<file path="config.mk">
export PLATFORM = sky130hd
export DESIGN_NAME = ej32_ram_dump
export DESIGN_NICKNAME = d
export VERILOG_FILES = /design/src/rtl/ej32_pkg.sv /design/src/rtl/ej32_dump_fifo.sv /design/src/rtl/ej32_ram_dump.sv
export SDC_FILE = /design/constraint.sdc
export NUM_CORES = 1
export LEC_CHECK = 0
export CAP_MARGIN = 20
export CORE_MARGIN = 2
export CORE_UTILIZATION = 35
export DETAILED_ROUTE_END_ITERATION = 8
export PLACE_DENSITY = 0.56
export SYNTH_ARGS = -nofsm -noshare
export SYNTH_HDL_FRONTEND = slang
export SYNTH_SLANG_ARGS = --single-unit
</file>
<file path="constraint.sdc">
create_clock -name clk -period 2.8 [get_ports clk]
set_input_delay 0.7 -clock clk [delete_from_list [all_inputs] [get_ports clk]]
set_output_delay 0.7 -clock clk [all_outputs]
set_load 0.005 [all_outputs]
</file>
<file path="src/rtl/ej32_pkg.sv">
// Shared types and defaults for the ej32 RAM dump block.
package ej32_pkg;

    typedef enum logic [1:0] {IDLE, RUN, DRAIN} dump_st_t;

    localparam int DUMP_FIFO_D = 4;

    typedef logic [7:0] byte_t;

endpackage

</file>
<file path="src/rtl/ej32_dump_fifo.sv">
// Synchronous first-word-fall-through byte FIFO: dout shows the head whenever empty=0.
module ej32_dump_fifo
    import ej32_pkg::*;
#(
    parameter int DEPTH = DUMP_FIFO_D
) (
    input  logic                   clk,
    input  logic                   rst,
    input  logic                   push,
    input  logic [7:0]             din,
    input  logic                   pop,
    output logic [7:0]             dout,
    output logic [$clog2(DEPTH):0] count,
    output logic                   empty,
    output logic                   full
);
    localparam int AW = $clog2(DEPTH);
    localparam int CW = AW + 1;

    byte_t          mem [DEPTH];
    logic [AW-1:0]  wr_ptr, rd_ptr;
    logic           do_push, do_pop;

    assign empty   = (count == '0);
    assign full    = (count == CW'(DEPTH));
    assign do_pop  = pop && !empty;
    assign do_push = push && (!full || do_pop);
    assign dout    = mem[rd_ptr];

    always_ff @(posedge clk) begin
        if (rst) begin
            wr_ptr <= '0;
            rd_ptr <= '0;
            count  <= '0;
        end else begin
            if (do_push) wr_ptr <= wr_ptr + AW'(1);
            if (do_pop)  rd_ptr <= rd_ptr + AW'(1);
            count <= count + CW'(do_push) - CW'(do_pop);
        end
    end

    // NOTE: storage is deliberately not reset; clearing pointers and count already empties the FIFO.
    always_ff @(posedge clk) begin
        if (do_push) mem[wr_ptr] <= din;
    end

endmodule

</file>
<file path="src/rtl/ej32_ram_dump.sv">
// Streams RAM bytes a0..a0+len-1 (wrapping) from the 8-bit memory bus onto a valid/ready byte stream.
// Define EJ32_DUMP_CSUM_EN to append a byte making the stream sum to zero mod 256.
module ej32_ram_dump
    import ej32_pkg::*;
#(
    parameter int ASZ    = 17,
    parameter int LEN_SZ = 17,
    parameter int RD_LAT = 1,
    parameter int FIFO_D = DUMP_FIFO_D
) (
    input  logic              clk,
    input  logic              rst,
    input  logic              start,
    input  logic [ASZ-1:0]    a0,
    input  logic [LEN_SZ-1:0] len,
    output logic [ASZ-1:0]    ma,
    output logic              mre,
    input  logic [7:0]        md,
    output logic [7:0]        tdata,
    output logic              tvalid,
    input  logic              tready,
    output logic              busy,
    output logic              done
);
    localparam int CW  = $clog2(FIFO_D) + 1;
    localparam int CW1 = CW + 1;

    dump_st_t          state, state_nx;
    logic [ASZ-1:0]    addr;
    logic [LEN_SZ-1:0] rem;
    logic [RD_LAT-1:0] infl;
    logic [CW-1:0]     infl_cnt;
    logic [CW-1:0]     fifo_cnt;
    logic              fifo_empty, fifo_full;
    byte_t             fifo_head;
    logic              accept, zero_start, issue, push, pop, finish;

    assign accept     = (state == IDLE) && start && (len != '0);
    assign zero_start = (state == IDLE) && start && (len == '0);
    assign push       = infl[RD_LAT-1];
    assign pop        = !fifo_empty && tready;
    // A read is only issued if its byte is guaranteed a FIFO slot when it returns.
    assign issue      = (state == RUN) && (rem != '0) && !fifo_full &&
                        (CW1'(fifo_cnt) + CW1'(infl_cnt) < CW1'(FIFO_D));

    ej32_dump_fifo #(.DEPTH(FIFO_D)) u_fifo (
        .clk   (clk),
        .rst   (rst),
        .push  (push),
        .din   (md),
        .pop   (pop),
        .dout  (fifo_head),
        .count (fifo_cnt),
        .empty (fifo_empty),
        .full  (fifo_full)
    );

    // NOTE: registers use non-blocking assignments so every flop samples pre-edge values.
    always_ff @(posedge clk) begin
        if (rst) state <= IDLE;
        else     state <= state_nx;
    end

    // NOTE: state_nx gets a default before the case so no path leaves it unassigned (no latch).
    always_comb begin
        state_nx = state;
        case (state)
            IDLE:    if (accept) state_nx = RUN;
            RUN:     if (issue && rem == LEN_SZ'(1)) state_nx = DRAIN;
            DRAIN:   if (finish) state_nx = IDLE;
            default: state_nx = IDLE;
        endcase
    end

    always_comb begin
        mre  = issue;
        ma   = addr;
        busy = (state != IDLE);
    end

    always_ff @(posedge clk) begin
        if (rst) begin
            addr     <= '0;
            rem      <= '0;
            infl     <= '0;
            infl_cnt <= '0;
            done     <= 1'b0;
        end else begin
            done    <= finish || zero_start;
            infl[0] <= issue;
            for (int i = 1; i < RD_LAT; i++) infl[i] <= infl[i-1];
            infl_cnt <= infl_cnt + CW'(issue) - CW'(push);
            if (accept) begin
                addr <= a0;
                rem  <= len;
            end else if (issue) begin
                addr <= addr + ASZ'(1);
                rem  <= rem - LEN_SZ'(1);
            end
        end
    end

`ifdef EJ32_DUMP_CSUM_EN
    byte_t sum;
    logic  csum_phase;

    // Once every data byte has left, the stream presents the checksum byte.
    assign csum_phase = (state == DRAIN) && (infl_cnt == '0) && fifo_empty;
    assign finish     = csum_phase && tready;

    always_comb begin
        tvalid = !fifo_empty || csum_phase;
        if (csum_phase)      tdata = 8'd0 - sum;
        else if (fifo_empty) tdata = 8'd0;
        else                 tdata = fifo_head;
    end

    always_ff @(posedge clk) begin
        if (rst || accept) sum <= '0;
        else if (pop)      sum <= sum + fifo_head;
    end
`else
    assign finish = (state == DRAIN) && (infl_cnt == '0) &&
                    (fifo_empty || (fifo_cnt == CW'(1) && pop));

    always_comb begin
        tvalid = !fifo_empty;
        tdata  = fifo_empty ? 8'd0 : fifo_head;
    end
`endif

endmodule

</file>
---- After elaboration in Yosys (flattened, before gate mapping) ----
Memory sizes are Yosys's and may differ from the RTL's. A register that Yosys moved wholly into a read port is not among the register bits.
Index checks and enable logic that the tools add are counted.
cells by class
  add/subtract/negate cells ............... 9
  order comparisons ....................... 1
  eq/ne operators ......................... 8
  muxes and demuxes ....................... 13
  reduce and logical (&&, ||, !) cells .... 27
operators with widths
  operator                 count
  $mux W17                 4
  $reduce_bool A17 Y1      2
  $add A17 B1 Y17 const B  1
  $eq A17 B1 Y1 const B    1
  $logic_not A17 Y1        1
  $sub A17 B1 Y17 const B  1
  $logic_and A1 B1 Y1      13
  $mux W2                  5
  $mux W8                  1
  $add A3 B1 Y3            2
  $logic_not A3 Y1         2
  $pmux W2 S3              1
  $sub A3 B1 Y3            2
  $add A2 B1 Y2 const B    2
  $add A3 B3 Y4            1
  $lt A4 B3 Y1 const B     1
  $ne A2 B2 Y1 const B     2
  $reduce_bool A2 Y1       2
  $eq A3 B1 Y1 const B     1
  $eq A3 B3 Y1 const B     1
  $logic_or A1 B1 Y1       3
  $reduce_and A3 Y1        1
  $eq A2 B1 Y1 const B     1
  $eq A2 B2 Y1 const B     1
  4 further kinds          6
word-level totals
  flip-flop bits (word level) ............. 48
  bits in writable memories ............... 32
  input bits .............................. 46
  output and inout bits ................... 29
  logic and storage cells ................. 68
  memories ................................ 1
memories
  name        words  bits a word  read ports  clocked after Yosys merged registers in  write ports  RTL line              RTL
  u_fifo.mem  4      8            1           1                                        1            ej32_dump_fifo.sv:20  byte_t mem [DEPTH];

---- Depth between registers and ports, before layout ----
Gate-level depths: netlist of the first run.
  depth in word-level cells ............... 8
  depth in mapped cells ................... 12
  mapped depth without buffers ............ 11

---- Cells and area by module ----
A second synthesis of the first run with hierarchy kept.
unflattened totals
  cells, all modules ...................... 393
  area total of the unflattened synthesis .. 4,108.9 um2
modules (own cells, without submodules)
  module          instances  cells each  area each (um2)  sequential area each (um2)
  ej32_ram_dump   1          304         2,459.9          820.8
  ej32_dump_fifo  1          89          1,649.1          1,141.1

---- Least setup slack after synthesis of the first run ----
OpenSTA, ideal clock, no wires.
  path kind ............................... register to register
  start ................................... register rem[4]
  end ..................................... register infl_cnt[2]
  setup time .............................. 128 ps
  data arrival time ....................... 2,581 ps
  required time ........................... 2,672 ps
  slack ................................... 91 ps
  cell stages (with the launch flop) ...... 11
  buffers on the path ..................... 1
  clock period less this slack ............ 2,709 ps
  cells stage by stage .................... dfxtp_1 > nor4_2 > nand4_1 > nand2_4 > inv_1 > buf_2 > ha_1 > fa_1 > xnor2_1 > xnor2_1 > nor2_1
between the ends
  cells in the longest elaborated chain, start to end .. 6
RTL lines
  element                            RTL line             RTL
  start, declared                    ej32_ram_dump.sv:30  logic [LEN_SZ-1:0] rem;
  start signal, assigned             ej32_ram_dump.sv:95  rem <= len;
  start signal, assigned             ej32_ram_dump.sv:98  rem <= rem - LEN_SZ'(1);
  $reduce_bool A17 Y1                ej32_ram_dump.sv:43  assign issue = (state == RUN) && (rem != '0) && !fifo_full &&
  $logic_and A1 B1 Y1 (3 in series)  ej32_ram_dump.sv:43
  net mre                            ej32_ram_dump.sv:17  output logic mre,
  $add A3 B1 Y3                      ej32_ram_dump.sv:92  infl_cnt <= infl_cnt + CW'(issue) - CW'(push);
  $sub A3 B1 Y3                      ej32_ram_dump.sv:92
  end signal, assigned               ej32_ram_dump.sv:92
  end, declared                      ej32_ram_dump.sv:32  logic [CW-1:0] infl_cnt;
The timed path passes the listed nets, and every way through them passes these cells.
A chain may end at the register's enable or synchronous reset.

---- Worst setup path after layout of the first run ----
  start ................................... register u_fifo.count[2]
  end ..................................... output tdata[4]
between the ends
  cells in the longest elaborated chain, start to end .. 2
RTL lines
  element                 RTL line              RTL
  start, declared         ej32_dump_fifo.sv:13  output logic [$clog2(DEPTH):0] count,
  start signal, assigned  ej32_dump_fifo.sv:38  count <= count + CW'(do_push) - CW'(do_pop);
  $logic_not A3 Y1        ej32_dump_fifo.sv:24  assign empty = (count == '0);
  $mux W8                 ej32_ram_dump.sv:128  tdata = fifo_empty ? 8'd0 : fifo_head;
  end, declared           ej32_ram_dump.sv:19   output logic [7:0] tdata,
No other way between the ends.

==> reports/results.txt, run 1 <==
post-synth top area share: 0.244
Starting Density: 0.360
Final period util: 0.947
leak pwr: 1.93 nW
global-route layer with the greatest usage: met2
Hold Buf Count CTS: 0
Gate Count Post-Synth: 408
initial antenna violation count: 0
largest net degree at the start of global routing: 37
WL/cell: 16.5 µm
area growth from synthesis to layout: 33.2%
first-pass GRT wire length: 17500 µm
final count of negative-setup-slack endpoints: 0
Synth async-reset ratio: 0
Final Skew: 8.40 ps
sequential area share after synthesis: 0.478
Longest Clk Path Bufs: 2
Rel. slew slack: 0.628
number of core rows: 39
final std cells w/o fill: 646
wirelength, routed: 10700 µm
clock tree from TritonCTS: yes
CTS H-Tree Depth: 3
DRC viols: 0
crit end category: primary output
clk_lat worst skew: 340 ps
GR Util met2: 0.276
GRT overflow: 0
die area: 12600 µm²
mapped cell area: 4110 µm²
CP most frequent cell: buf_4
met3 Usage GRT: 0.0324
ys flop type: dfxtp_1
Cell Chain, Critical Path: buf_4, or3_1, buf_4, and2_1, clkdlybuf4s50_1
RSZ-0062 raised after global routing: true
Ant. Diodes: 0
Yosys warning count: 0
vias: 3516
floorplan die height: 112 µm
gp weighted congestion: 0.853
class of the worst hold path: reg -> reg
DP Worst Slack: 102 ps
Worst-Margin Slew: 556 ps
CTS Root Cell: clkbuf_16
Pins Over Slew Limit: 0
number of global-route vias before repair: 3527
detailed router's first-iteration violation count: 205
Final HPWL DP: 7380 µm
maximum vdd drop: 0.445 mV
share of cells above drive strength 1: 0.127
IO Port Bufs: 74
Max-Cap Viols: 0
clk sinks: 82
Final min period: 2650 ps
Critical Path Fanout Max: 9
CP max stage delay: 440 ps
core area: 11400 µm²
cell accounting for the most synthesized area: dfxtp_1
setup ws final: 147 ps
Pre-Repair DR Iteration Count: 4
Top delay family on crit path: buffers and inverters
Reg clk slew, reported paths: 60 ps
M1 GR Usage: 0.231
IO Count: 75
Fin Hold WS: 499 ps
Antenna Nets Post-Route: 0
Max Freq: 0.377 GHz
syn nets: 470
Finished Cell Area: 5470 µm²
Worst setup SP type: flip-flop
status: finished, final reports clean
Slowest cell on crit path: clkdlybuf4s50_1
Total GRT Usage: 0.172
Arrival @ worst endpoint: 1950 ps
Via density: 5.44
placed cells: 627
top post-synthesis cells by area: dfxtp_1 24%, edfxtp_1 23%, mux4_2 4.4%, ha_1 4.3%, nand2_1 3.1%
Worst EP required: 2100 ps
crit path kind: reg -> out
final-stage net count: 560
Die X: 112 µm
CP Buf/Inv Count: 3
PwrDens: 745 nW/µm²
placed cell area: 5130 µm²
Mapped Avg Cell Area: 10.1 µm²
post-synth cell types: 50
#FFs+latches synth: 82
Post-synth EDFFs: 32
CTS buffer count: 9
final hold violations: 0
through the flow:
| stage | TNS [ps] | total power [mW] | utilization |
|---|---|---|---|
| 2_1_floorplan | 0 | 2.30 | - |
| 3_3_place_gp | 0 | 2.90 | 0.450 |
| 3_5_place_dp | 0 | 2.91 | 0.450 |
| 4_1_cts | 0 | 4.11 | 0.478 |
| 5_1_grt | -30.4 | 4.33 | 0.479 |
| 6_report | 0 | 4.07 | 0.479 |
registers in the layout (all words and copies together) (netlist names), named ones only:
name	flops
done	1
infl	1
infl_cnt	3
ma	17
rem	17
state	2
u_fifo.count	3
u_fifo.mem	32
u_fifo.rd_ptr	2
u_fifo.wr_ptr	2
cells in the mapped netlist (4+ instances only):
| library cell | n |
|---|---|
| and3_1 | 5 |
| nand2_1 | 34 |
| o211ai_1 | 6 |
| a21oi_1 | 11 |
| inv_1 | 18 |
| and2_1 | 16 |
| a22oi_1 | 4 |
| ha_1 | 14 |
| nor2_1 | 23 |
| nor2b_1 | 9 |
| o311ai_0 | 6 |
| nor4_1 | 8 |
| dfxtp_1 | 50 |
| mux4_2 | 8 |
| edfxtp_1 | 32 |
| nor3_1 | 8 |
| o21ai_0 | 10 |
| xor2_1 | 6 |
| a211oi_1 | 5 |
| nand4_1 | 11 |
| a31oi_1 | 20 |
| or4_1 | 8 |
| or3_1 | 8 |
| xnor2_1 | 6 |
| nand3_1 | 25 |
| clkbuf_1 | 17 |
power breakdown:
group	internal (mW)	leakage, nW	total (mW)	switching, mW
clock network	0.684	0.148	1.16	0.476
logic	0.751	1.08	1.40	0.653
registers	1.38	0.700	1.51	0.134
timing repair:
| item | CTS | global route |
|---|---|---|
| gates resized for setup | 7 | 3 |
| endpoints found under the hold margin | 0 | 0 |
| buffers inserted | 3 | 0 |
| setup endpoints to repair | 1 | 5 |
| pin swaps | 3 | 1 |
worst min-delay path, stage by stage, from the launching register on:
cell and delay, ps:
dfxtp_1 320, nand3_1 70, a21oi_1 60
cell usage in the layout (no fill, tap or decap), types with 3 or more instances in the layout:
| cell type | count |
|---|---|
| a22oi_1 | 4 |
| nand3_1 | 25 |
| or4_1 | 8 |
| inv_1 | 17 |
| or2_2 | 3 |
| o21ai_0 | 10 |
| xor2_1 | 6 |
| clkbuf_16 | 10 |
| nand2_1 | 34 |
| or3_1 | 8 |
| a31oi_1 | 20 |
| xnor2_1 | 6 |
| nor3_1 | 8 |
| edfxtp_1 | 32 |
| buf_4 | 24 |
| nand4_1 | 11 |
| nor3b_1 | 3 |
| mux4_2 | 8 |
| dfxtp_1 | 49 |
| a211oi_1 | 5 |
| ha_1 | 14 |
| o211ai_1 | 6 |
| nand2b_1 | 3 |
| and3_1 | 5 |
| o311ai_0 | 6 |
| nor2_1 | 23 |
| clkdlybuf4s50_1 | 72 |
| nor2b_1 | 9 |
| and2_1 | 16 |
| nor4_1 | 7 |
| a21oi_1 | 11 |
layer usage:
metal,vias to the layer above,routed length [µm]
li1,1712,-
met1,1681,4950
met2,104,4960
met3,19,532
met4,0,213
met5,-,0
cell type report:
cell class              count  area [µm²]
clock buffers              12         268
multi-input cells         286        2000
well taps                 143         179
clock inverters             4        31.3
inverters                  18        70.1
repair buffers            101         962
flip-flops and latches     82        1960
fillers                  1120        5950
path summary, 6_finish.rpt:
path | slack, ps | cells after the start | from | endpoint
max | 150 | 5 | u_fifo.count[2]$_SDFF_PP0_ | tdata[4]
min | 500 | 2 | rem[7]$_SDFFE_PP0P_ | rem[7]$_SDFFE_PP0P_
max reg2reg | 170 | 8 | infl_cnt[2]$_SDFF_PP0_ | rem[5]$_SDFFE_PP0P_
min reg2reg | 500 | 2 | rem[7]$_SDFFE_PP0P_ | rem[7]$_SDFFE_PP0P_
logic make-up after synthesis:
group,after synthesis,synth area share
adders and majority gates,16,0.0524
xor gates and xnor gates,12,0.0256
buffers and inverters,40,0.0393
DFF,82,0.478
muxes,9,0.0463
AOI/OAI and AO/OA,76,0.126
and+or+nand+nor,173,0.233
Note: power is estimated with default switching activity, not from simulation.
==> inputs of run 2 (changes only) <==
--- a/config.mk
+++ b/config.mk
@@ -6,9 +6,11 @@
 export NUM_CORES = 1
 export LEC_CHECK = 0
 export CAP_MARGIN = 20
+export CORE_ASPECT_RATIO = 0.9
 export CORE_MARGIN = 2
 export CORE_UTILIZATION = 35
 export DETAILED_ROUTE_END_ITERATION = 8
+export GPL_TIMING_DRIVEN = 0
 export PLACE_DENSITY = 0.56
 export SYNTH_ARGS = -nofsm -noshare
 export SYNTH_HDL_FRONTEND = slang
==> reports/results.txt, run 2 (synthesis results as in run 1) <==
vias: 3646 (+3.7%)
Rel. slew slack: 0.404 (-0.224)
leading cell type in the layout, fill and taps excluded: clkdlybuf4s50_1
Final Skew: 8.21 ps (-0.182 ps)
commonest cells after routing, fill and taps aside: 72 x clkdlybuf4s50_1, 45 x dfxtp_1, 34 x nand2_1
detailed router's first-iteration violation count: 266 (+30%)
first-pass GRT wire length: 19200 µm (+10%)
Worst setup SP type: flip-flop
crit end category: flip-flop
Worst-Margin Slew: 885 ps (+329 ps)
Arrival @ worst endpoint: 2950 ps (+1000 ps)
area growth from synthesis to layout: 35.4%
Longest Clk Path Bufs: 2 (unchanged)
Via density: 5.48 (+0.73%)
CTS buffer count: 9 (unchanged)
maximum vdd drop: 0.298 mV (-33%)
die area: 12600 µm² (about the same)
Starting Density: 0.359 (-0.000512)
CTS H-Tree Depth: 3 (unchanged)
initial antenna violation count: 0 (unchanged)
clk sinks: 82 (unchanged)
IO Count: 75 (unchanged)
clock tree from TritonCTS: yes
CTS Root Cell: clkbuf_16
Reg clk slew, reported paths: 60 ps (about the same)
placed cells: 637 (+1.6%)
status: finished, final reports clean
final count of negative-setup-slack endpoints: 0 (unchanged)
register name with the most flops: u_fifo.mem
Max Freq: 0.364 GHz (-3.6%)
Final HPWL DP: 8080 µm (+9.4%)
Total GRT Usage: 0.196 (+0.0245)
Max-Cap Viols: 0 (unchanged)
number of global-route vias before repair: 3656 (+3.7%)
largest net degree at the start of global routing: 16 (-57%)
WL/cell: 17.9 µm (+8.4%)
final-stage net count: 566 (+1.1%)
Final min period: 2750 ps (+98.2 ps)
Hold Buf Count CTS: 0 (unchanged)
share of cells above drive strength 1: 0.139 (+0.0123)
Antenna Nets Post-Route: 0 (unchanged)
Total Power: 4.21 mW (+3.4%)
Final period util: 0.982 (+0.0351)
class of the worst hold path: reg -> reg
clk_lat worst skew: 340 ps (about the same)
Pins Over Slew Limit: 0 (unchanged)
layout filler cell count: 1073 (-4.2%)
GRT overflow: 0 (unchanged)
final hold violations: 0 (unchanged)
Die X: 118 µm (+5.2%)
wirelength, routed: 11900 µm (+12%)
DRC viols: 0 (unchanged)
crit path kind: reg -> reg
PwrDens: 757 nW/µm² (+1.7%)
core area: 11400 µm² (+0.14%)
gp weighted congestion: 0.845 (-1.0%)
floorplan die height: 107 µm (-4.9%)
IO Port Bufs: 73 (-1.4%)
number of core rows: 37 (-5.1%)
final std cells w/o fill: 665 (+2.9%)
Largest register FFs: 32 (unchanged)
Ant. Diodes: 0 (unchanged)
Worst EP required: 3000 ps (+900 ps)
Pre-Repair DR Iteration Count: 5 (+1)
leak pwr: 1.93 nW (about the same)
Critical Path Fanout Max: 10 (+1)
-- run 2: where the power goes --
part / switching, mW / internal (mW)
sequential: 0.175 / 1.38
clock: 0.495 / 0.697
combinational: 0.687 / 0.771
-- run 2: final timing paths --
path	startpoint	to	slack (ps)	cells past startpoint
max	rem[1]$_SDFFE_PP0P_	infl_cnt[2]$_SDFF_PP0_	50	14
min	rem[7]$_SDFFE_PP0P_	rem[7]$_SDFFE_PP0P_	510	2
max reg2reg	rem[1]$_SDFFE_PP0P_	infl_cnt[2]$_SDFF_PP0_	50	14
min reg2reg	rem[7]$_SDFFE_PP0P_	rem[7]$_SDFFE_PP0P_	510	2
-- run 2: area by class of cell --
class / instances / area (µm²) / area share
well taps: 156 / 195 / 0.0351
plain buffers: 19 / 96.3 / 0.0173
repair buffers: 88 / 848 / 0.153
multi-input cells: 286 / 2070 / 0.373
clock inverters: 7 / 76.3 / 0.0137
clock buffers: 9 / 225 / 0.0405
inverters: 18 / 72.6 / 0.0130
flip-flops and latches: 82 / 1970 / 0.355
-- run 2: metrics by stage --
| stage | cell area (µm²) | TNS (ps) | util | hold slack, ps | setup WS [ps] |
|---|---|---|---|---|---|
| floorplan | 4110 | 0 | - | 454 | 91.4 |
| CTS | 5490 | -69.1 | 0.480 | 505 | -29.0 |
| global placement | 5030 | -13740 | 0.440 | 465 | -864 |
| detailed placement | 5030 | -14510 | 0.440 | 476 | -840 |
| finish | 5560 | 0 | 0.486 | 512 | 49.2 |
| global route | 5560 | -44.4 | 0.486 | 552 | -35.3 |
-- run 2: per-layer routing --
| layer | global-route usage | vias up | wire (µm) |
|---|---|---|---|
| li1 | - | 1729 | - |
| met1 | 0.271 | 1738 | 5520 |
| met2 | 0.302 | 150 | 5250 |
| met3 | 0.0431 | 29 | 841 |
| met4 | 0.0757 | 0 | 281 |
| met5 | 0 | - | 0 |
-- run 2: critical path, stage by stage, from the launching register on --
cell and delay [ps]:
dfxtp_1 340, inv_1 120, ha_1 180, nor4b_2 210, nand4_1 160, buf_4 210
nand2_8 70, inv_6 30, buf_8 110, buf_4 190, ha_1 230, fa_1 410
xnor2_2 150, xnor2_1 130, nor2_1 50
-- run 2: timing repair --
item / CTS / global route
endpoints found under the setup margin: 34 / 39
setup buffers: 12 / 3
resized for setup: 26 / 13
pin swaps: 4 / 4
==> inputs of run 3 (changes only) <==
--- a/config.mk
+++ b/config.mk
@@ -14,4 +14,5 @@
 export PLACE_DENSITY = 0.56
 export SYNTH_ARGS = -nofsm -noshare
 export SYNTH_HDL_FRONTEND = slang
+export SYNTH_HIERARCHICAL = 1
 export SYNTH_SLANG_ARGS = --single-unit
==> reports/results.txt, run 3 <==
leading cell type in the layout, fill and taps excluded: clkdlybuf4s50_1
post-synth cell types: 62 (+24%)
Worst-Margin Slew: 889 ps (+3.39 ps)
Critical Path Fanout Max: 7 (-3)
setup_tns: -51.3 ps (-51.3 ps)
Via density: 5.45 (-0.63%)
mapped cell area: 4110 µm² (about the same)
first-pass GRT wire length: 18300 µm (-4.7%)
Max Freq: 0.351 GHz (-3.5%)
Pins Over Slew Limit: 0 (unchanged)
Ant. Diodes: 0 (unchanged)
most numerous cell in the Yosys netlist: dfxtp_1
IO Count: 75 (unchanged)
GRT overflow: 0 (unchanged)
PwrDens: 740 nW/µm² (-2.2%)
post-synth top area share: 0.244 (about the same)
#FFs+latches synth: 82 (unchanged)
Final Skew: 4.06 ps (-4.15 ps)
Die X: 118 µm (about the same)
crit path kind: reg -> out
DRC viols: 0 (unchanged)
top cells by count, synth: 50 x dfxtp_1, 32 x edfxtp_1, 28 x nor2_1
area occupied by multi-input gates: 2060 µm² (-0.54%)
Longest Clk Path Bufs: 2 (unchanged)
Worst Hold Path Cells: 2 (unchanged)
Max-Cap Viols: 0 (unchanged)
layout filler cell count: 1072 (-0.093%)
core area: 11400 µm² (unchanged)
leak pwr: 1.84 nW (-4.4%)
wirelength, routed: 11600 µm (-2.6%)
WL/cell: 17.9 µm (about the same)
clk_lat worst skew: 330 ps (about the same)
Post-synth EDFFs: 32 (unchanged)
ys flop type: dfxtp_1
hold path start: rem[6]$_SDFFE_PP0P_
Reg clk slew, reported paths: 60 ps (about the same)
register name with the most flops: u_fifo/mem
sequential area share after synthesis: 0.477 (about the same)
floorplan die height: 107 µm (about the same)
Antenna Nets Post-Route: 0 (unchanged)
class of the worst hold path: reg -> reg
Starting Density: 0.359 (about the same)
IO Port Bufs: 74 (+1.4%)
Worst setup SP type: flip-flop
die area: 12600 µm² (about the same)
R2R depth: 12 (-2)
CTS buffer count: 9 (unchanged)
WHS Endpoint: rem[6]$_SDFFE_PP0P_
maximum vdd drop: 0.289 mV (-3.0%)
DP Worst Slack: -915 ps (-75.8 ps)
RSZ-0062 raised after global routing: true
final-stage net count: 547 (-3.4%)
Total GRT Usage: 0.185 (-0.0113)
crit end category: primary output
Final min period: 2850 ps (+100 ps)
Largest register FFs: 32 (unchanged)
register area: 1970 µm² (-0.32%)
Worst EP required: 2100 ps (-900 ps)
CTS Root Cell: clkbuf_16
failing checks: setup timing
Synth async-reset ratio: 0 (unchanged)
number of global-route vias before repair: 3428 (-6.2%)
commonest cells after routing, fill and taps aside: 73 x clkdlybuf4s50_1, 46 x dfxtp_1, 32 x edfxtp_1
final hold violations: 0 (unchanged)
Mapped Avg Cell Area: 10.5 µm² (+3.8%)
setup ws final: -51.3 ps (-100 ps)
area growth from synthesis to layout: 33.2%
gp weighted congestion: 0.853 (+0.95%)
number of core rows: 37 (unchanged)
initial antenna violation count: 0 (unchanged)
top post-synthesis cells by area: dfxtp_1 24%, edfxtp_1 23%, mux4_2 4.4%, ha_1 4.0%, nor2_1 2.6%
clock tree from TritonCTS: yes
largest net degree at the start of global routing: 15 (-1)
r2r endpoint: infl_cnt[2]$_SDFF_PP0_
share of cells above drive strength 1: 0.151 (+0.0112)
Yosys warning count: 6 (+6)
status: complete, but fails checks
Worst Setup SP: rem[4]$_SDFFE_PP0P_
CTS H-Tree Depth: 3 (unchanged)
clk sinks: 82 (unchanged)
Final period util: 1.02 (+0.0359)
Arrival @ worst endpoint: 2150 ps (-800 ps)
syn nets: 454 (-3.4%)
Fin Hold WS: 489 ps (-22.9 ps)
detailed router's first-iteration violation count: 244 (-8.3%)
Pre-Repair DR Iteration Count: 4 (-1)
cell accounting for the most synthesized area: dfxtp_1
reg-to-reg setup timing slack: 120 ps (+70 ps)
Gate Count Post-Synth: 393 (-3.7%)
Final HPWL DP: 7890 µm (-2.3%)
Rel. slew slack: 0.402 (-0.00228)
worst reg2reg path startpoint: rem[4]$_SDFFE_PP0P_
final count of negative-setup-slack endpoints: 1 (+1)
vias: 3525 (-3.3%)
run 3: cell types whose count changed in the layout (fill, tap and decap cells not counted), moves of 5 or more:
cell	previous run	this run
nand3_1	25	20
inv_1	16	11
nand2_1	34	21
nor2_1	23	28
nor2b_1	9	15
a31oi_1	20	11
and2_1	16	1
o21ai_0	10	5
run 3: where the power goes:
| group | total, mW | switching (mW) | internal (mW) |
|---|---|---|---|
| clock network | 1.08 | 0.477 | 0.600 |
| registers | 1.53 | 0.155 | 1.38 |
| logic | 1.45 | 0.725 | 0.722 |
| total | 4.05 | 1.36 | 2.70 |
run 3: final cells by class:
type	count	area share
clock inverters	5	0.00617
well taps	156	0.0357
inverters	13	0.00983
clock buffers	11	0.0425
flip-flops and latches	82	0.359
plain buffers	20	0.0208
multi-input cells	276	0.377
repair buffers	84	0.149
run 3: how the worst max path moves through the flow:
stage	endpoint	slack, ps	depth (start not counted)
floorplan	infl_cnt[2]$_SDFF_PP0_	40	13
global placement	mre	-850	8
detailed placement	mre	-920	8
CTS	mre	-180	7
global route	mre	-90	6
finish	mre	-50	6
run 3: logic make-up after synthesis:
kind of cell / Yosys count / share of synthesized area
simple gates: 155 / 0.212
xor+xnor: 11 / 0.0234
mux: 10 / 0.0499
fa+ha+maj: 15 / 0.0493
compound gates: 85 / 0.151
flops: 82 / 0.477
buf+inv: 35 / 0.0365
run 3: worst max-delay path, cell delays in order, from the launching register on:
cell and delay, ps:
dfxtp_2 330, or3_1 380, buf_6 140, or4_4 500, o21ai_4 210, clkinv_4 120, clkbuf_2 130
run 3: stage by stage:
stage	instance area (µm²)	instances	total power [mW]	util
floorplan	4110	393	2.28	-
global route	5470	647	4.27	0.479
global placement	5050	623	2.79	0.441
finish	5470	647	4.05	0.479
detailed placement	5050	623	2.81	0.441
CTS	5400	643	4.01	0.473
run 3: what timing repair did:
item | in CTS | in global routing
setup buffers | 4 | 7
resized for setup | 23 | 15
endpoints found under the setup margin | 43 | 42
pin swaps | 4 | 5
hold buffers | 0 | 0
run 3: per-layer routing:
metal  vias to the layer above  track usage  wire length [µm]
met5                         -            0                 0
met4                         0       0.0637               163
met3                        17       0.0388               693
met2                       127        0.308              5510
met1                      1694        0.240              5220
li1                       1687            -                 -
